==> config.mk <==
export PLATFORM = sky130hd
export DESIGN_NAME = odo_work_rx
export DESIGN_NICKNAME = d
export VERILOG_FILES = /design/src/rtl/odo_work_rx.sv
export SDC_FILE = /design/constraint.sdc
export NUM_CORES = 2
export LEC_CHECK = 0
export ABC_CLOCK_PERIOD_IN_PS = 6100
export CAP_MARGIN = 20
export CORE_MARGIN = 4
export CORE_UTILIZATION = 45
export DETAILED_ROUTE_END_ITERATION = 8
export HOLD_SLACK_MARGIN = 0.15
export PLACE_DENSITY_LB_ADDON = 0.05
export SLEW_MARGIN = 20
export SYNTH_ARGS = -nofsm -noshare
export SYNTH_HDL_FRONTEND = slang
export SYNTH_SLANG_ARGS = --single-unit
==> constraint.sdc <==
create_clock -name clk -period 6.1 [get_ports clk]
set_input_delay 1.22 -clock clk [delete_from_list [all_inputs] [get_ports clk]]
set_output_delay 1.22 -clock clk [all_outputs]
set_load 0.005 [all_outputs]
==> src/rtl/odo_work_rx.sv <==
// Framed byte receiver for miner work: A5 sync, 108 payload bytes, CRC-12 (0x80F),
// atomic header/target commit. Optional idle abandon via ODO_RX_TIMEOUT_EN.
module odo_work_rx #(
  parameter int TIMEOUT_CYCLES = 1000000
) (
  input  logic         clk,
  input  logic         rst,
  input  logic [7:0]   in_data,
  input  logic         in_valid,
  output logic         in_ready,
  output logic [607:0] header,
  output logic [255:0] target,
  output logic         work_valid,
  output logic         crc_err,
  output logic         timeout,
  output logic [7:0]   err_count
);

  typedef enum logic [2:0] {HUNT, PAYLOAD, CRC_HI, CRC_LO, COMMIT} state_e;

  localparam logic [7:0] SYNC = 8'hA5;

  state_e         state_q;
  logic [6:0]     cnt_q;
  logic [11:0]    crc_q;
  logic [15:0]    rxcrc_q;
  logic [863:0]   stage_q;
  logic [607:0]   header_q;
  logic [255:0]   target_q;
  logic           work_valid_q, crc_err_q;
  logic [7:0]     err_q;
  logic           accept;

  // MSB-first, unreflected CRC-12 step over one byte
  function automatic logic [11:0] crc12_byte(input logic [11:0] c, input logic [7:0] b);
    logic [11:0] r;
    logic        fb;
    r = c;
    for (int i = 7; i >= 0; i--) begin
      fb = r[11] ^ b[i];
      r  = {r[10:0], 1'b0} ^ (fb ? 12'h80F : 12'h000);
    end
    return r;
  endfunction

  assign in_ready   = (state_q != COMMIT);
  assign accept     = in_valid && in_ready;
  assign header     = header_q;
  assign target     = target_q;
  assign work_valid = work_valid_q;
  assign crc_err    = crc_err_q;
  assign err_count  = err_q;

`ifdef ODO_RX_TIMEOUT_EN
  localparam int IW = $clog2(TIMEOUT_CYCLES + 1);
  logic [IW-1:0] idle_q;
  logic          timeout_q;
  assign timeout = timeout_q;
`else
  // No idle tracking without the feature; the parameter is inert here.
  assign timeout = 1'b0 & (TIMEOUT_CYCLES == 0);
`endif

  always_ff @(posedge clk) begin
    if (rst) begin
      state_q      <= HUNT;
      cnt_q        <= '0;
      crc_q        <= '0;
      rxcrc_q      <= '0;
      stage_q      <= '0;
      header_q     <= '0;
      target_q     <= '0;
      work_valid_q <= 1'b0;
      crc_err_q    <= 1'b0;
      err_q        <= '0;
`ifdef ODO_RX_TIMEOUT_EN
      idle_q       <= '0;
      timeout_q    <= 1'b0;
`endif
    end else begin
      work_valid_q <= 1'b0;
      crc_err_q    <= 1'b0;
      case (state_q)
        HUNT: if (accept && in_data == SYNC) begin
          state_q <= PAYLOAD;
          cnt_q   <= '0;
          crc_q   <= '0;
        end
        PAYLOAD: if (accept) begin
          stage_q[int'(cnt_q)*8 +: 8] <= in_data;
          crc_q <= crc12_byte(crc_q, in_data);
          if (cnt_q == 7'd107) state_q <= CRC_HI;
          else                 cnt_q   <= cnt_q + 7'd1;
        end
        CRC_HI: if (accept) begin
          rxcrc_q[15:8] <= in_data;
          state_q       <= CRC_LO;
        end
        CRC_LO: if (accept) begin
          rxcrc_q[7:0] <= in_data;
          state_q      <= COMMIT;
        end
        COMMIT: begin
          // Upper nibble of CRC_HI must be zero, so compare all 16 bits
          if (rxcrc_q == {4'h0, crc_q}) begin
            header_q     <= stage_q[607:0];
            target_q     <= stage_q[863:608];
            work_valid_q <= 1'b1;
          end else begin
            crc_err_q <= 1'b1;
            if (err_q != 8'hFF) err_q <= err_q + 8'd1;
          end
          state_q <= HUNT;
        end
        default: state_q <= HUNT;
      endcase
`ifdef ODO_RX_TIMEOUT_EN
      timeout_q <= 1'b0;
      if (state_q == PAYLOAD || state_q == CRC_HI || state_q == CRC_LO) begin
        if (accept) begin
          idle_q <= '0;
        end else if (idle_q == IW'(TIMEOUT_CYCLES - 1)) begin
          idle_q    <= '0;
          state_q   <= HUNT;
          timeout_q <= 1'b1;
          if (err_q != 8'hFF) err_q <= err_q + 8'd1;
        end else begin
          idle_q <= idle_q + 1'b1;
        end
      end else begin
        idle_q <= '0;
      end
`endif
    end
  end

endmodule

==> results.sh <==
export IMPL_synth_edf_count=0
export IMPL_p_leak_nw=28.0
export IMPL_numClockSinks=1776
export IMPL_cts_hold_fix_buffers=0
export IMPL_core_region_area_um2=144000
export IMPL_synth_top_family_by_area="simple AND/OR/NAND/NOR gates"
export IMPL_synth_compound_area_share=0.111
export IMPL_final_core_util=0.568
export IMPL_drv_cap=0
export IMPL_areaGrowthSynthToFinish_pct=25.3
export IMPL_clkLatencyLatePin_ps=820
export IMPL_p_clk_frac=0.495
export IMPL_slowest_stage="nor2_1"
export IMPL_slew_headroom=0.120
export IMPL_seqCellArea_um2=35600
export IMPL_drtIter0Drc=5668
export IMPL_drc=0
export IMPL_synthCells=8006
export IMPL_ys_seq_area_frac=0.546
export IMPL_synth_most_common_cell="nand2_1"
export IMPL_cp_max_fo=14
export IMPL_dieArea_um2=151000
export IMPL_busiest_layer="met2"
export IMPL_syn_avg_cell_area_um2=8.13
export IMPL_cp_arrival_ps=5480
export IMPL_p_switching_mw=5.01
export IMPL_wire_per_inst_um=25.2
export IMPL_synth_area_mux_share=0.0586
export IMPL_grt_pass1_vias=54724
export IMPL_critPathBufInv=2
export IMPL_ys_types=61
export IMPL_critPathRequiredTime_ps=6830
export IMPL_fin_tns_setup_ps=0
export IMPL_fmax_ghz=0.211
export IMPL_die_w_um=388
export IMPL_async_reset_ff_frac=0
export IMPL_ant_nets=0
export IMPL_clk_pin_slew_ps=60
export IMPL_grt_util_met2=0.530
export IMPL_min_path_type="reg -> reg"
export IMPL_multi_input_area_um2=27500
export IMPL_cp_end_kind="flip-flop"
export IMPL_fill_cells=13453
export IMPL_ir_worst_vdd_mv=0.318
export IMPL_vias=58840
export IMPL_io_pins=887
export IMPL_cts_buffers=184
export IMPL_period_share=0.778
export IMPL_drive_gt1_frac=0.0582
export IMPL_met1_usage=0.435
export IMPL_first_pass_iters=6
export IMPL_io_buffers=885
export IMPL_yosysTopAreaCell="dfxtp_1"
export IMPL_period_minus_slack_ps=4740
export IMPL_start_util=0.453
export IMPL_synth_nets=8021
export IMPL_ys_flop_type="dfxtp_1"
export IMPL_antenna_found_initial=16
export IMPL_synth_common_cells="2479 x nand2_1, 1776 x dfxtp_1, 1382 x a21oi_1, 683 x nor2_1, 503 x clkbuf_1"
export IMPL_synthDominantCellAreaShare=0.546
export IMPL_maxSlewViolCount=0
export IMPL_cts_htree_levels=4
export IMPL_use_met3=0.0854
export IMPL_synthSimpleGateAreaFrac=0.242
export IMPL_crit_chain="inv_1, ha_1, xor2_1, nor3_2, buf_4, nand3_1, nor2_1, nand3_1, a21oi_1"
export IMPL_root_buffer="clkbuf_16"
export IMPL_synth_warnings=0
export IMPL_post_cts_resized=0
export IMPL_wl_mm=269
export IMPL_clock_skew_final_ps=15.8
export IMPL_sw_frac_of_total=0.213
export IMPL_power_frac_seq=0.492
export IMPL_synth_fa_ha_area_frac=0.000769
export IMPL_synth_xor_xnor_area_share=0.00690
export IMPL_syn_area_um2=65100
export IMPL_grt_start_max_net_pins=222
export IMPL_routabilityCongestion=0.939
export IMPL_clock_path_buffers=3
export IMPL_dpl_hpwl_mm=191
export IMPL_postCtsSetupBuffers=0
export IMPL_drt_vias_per_instance=5.52
export IMPL_yosys_top_cells_area="dfxtp_1 55%, nand2_1 14%, a21oi_1 11%"
export IMPL_critPathLaunchType="flip-flop"
export IMPL_ys_seq_elements=1776
export IMPL_place_inst=10322
export IMPL_internal_power_mw=18.5
export IMPL_die_h_um=388
export IMPL_cts_tree="yes"
export IMPL_finalSetupViolCount=0
export IMPL_crit_type="reg -> reg"
export IMPL_max_stage_delay_ps=1120
export IMPL_critPathTopFamily="simple AND/OR/NAND/NOR gates"
export IMPL_grt_pass1_wl_mm=381
export IMPL_final_cells=10661
export IMPL_nNetsFinal=8621
export IMPL_track_usage=0.340
export IMPL_hold_viol_final=0
export IMPL_fp_row_count=139
export IMPL_crit_path_frequent_cell="nand3_1"
export IMPL_rsz0062_at_grt="false"
export IMPL_comb_power_share=0.013
export IMPL_overflow=0
export IMPL_tightest_slew_ps=1320
export IMPL_pwr_density_cell_nw_per_um2=289
export IMPL_status="finished clean"
[power groups by stage]
stage / clock, mW / combinational, mW / sequential [mW]
after floorplan: 0 / 0.200 / 11.9
after global placement: 0 / 0.305 / 11.9
after detailed placement: 0 / 0.303 / 11.9
after CTS: 11.8 / 0.304 / 11.6
after global routing: 12.3 / 0.324 / 11.6
final: 11.7 / 0.311 / 11.6
[layout by cell type, fill, tap and decap left out, types with 21 or more instances in the layout]
cell	instances
buf_4	79
nand2b_1	29
nor2_1	677
clkinv_2	24
clkdlybuf4s50_1	876
a21oi_1	1377
and3_1	21
nand2_1	2477
nor3_1	23
nor4_1	29
clkbuf_16	191
mux2i_1	381
nor3_2	37
nand3_1	366
clkbuf_1	44
xor2_1	22
clkbuf_8	52
and2_1	29
dfxtp_1	1776
[kinds of logic (layout without fill, tap and decap cells)]
group	count (synthesis)	count (layout)
fa+ha+maj	4	4
mux	381	381
other cells	1	8
flops	1776	1776
xor+xnor	48	48
buf+inv	585	1330
compound gates	1419	1419
simple gates	3792	3792
[tightest hold or removal path: cells and delay by family (launching register included)]
family          cells  cell delay [ps]
flops               1              310
compound gates      1               50
simple gates        1               50
[metrics by stage]
| step | power [mW] | worst slack, ps | hold WS, ps | cell area [µm²] |
|---|---|---|---|---|
| after floorplan | 12.1 | 2750 | 431 | 65100 |
| after global placement | 12.2 | 1450 | 437 | 75300 |
| after detailed placement | 12.2 | 1350 | 441 | 75300 |
| after CTS | 23.7 | 1660 | 434 | 81500 |
| after global routing | 24.2 | 1370 | 462 | 81500 |
| final | 23.6 | 1360 | 443 | 81600 |
[flip-flops by register name, indices dropped and copies added, names as in the netlist]
name,count
cnt_q,7
crc_err,1
crc_q,12
err_count,8
header,608
rxcrc_q,16
stage_q,864
state_q,3
target,256
work_valid,1
[final timing paths]
| check | endpoint | cells after the start | startpoint | slack, ps |
|---|---|---|---|---|
| setup / recovery | stage_q[804] | 9 | cnt_q[0] | 1360 |
| hold / removal | target[138] | 2 | stage_q[746] | 440 |
| setup reg to reg | stage_q[804] | 9 | cnt_q[0] | 1360 |
| hold reg to reg | target[138] | 2 | stage_q[746] | 440 |
[layer usage]
| layer | part of all wire | routed length, µm | vias up |
|---|---|---|---|
| met5 | 0.000048 | 13 | - |
| met4 | 0.059 | 15900 | 2 |
| met3 | 0.085 | 22900 | 508 |
| met2 | 0.45 | 120000 | 2456 |
| met1 | 0.41 | 110000 | 28359 |
| li1 | - | - | 27515 |
[cell type report]
class                      instances  share of cell area
tap                             1903              0.0292
antenna                            7            0.000215
multi-input combinational       5645               0.337
clock inverter                    44             0.00746
sequential                      1776               0.436
inverter                          17            0.000782
clock buffer                     287              0.0694
timing repair buffer             982               0.120
Note: power is estimated with default switching activity, not from simulation.
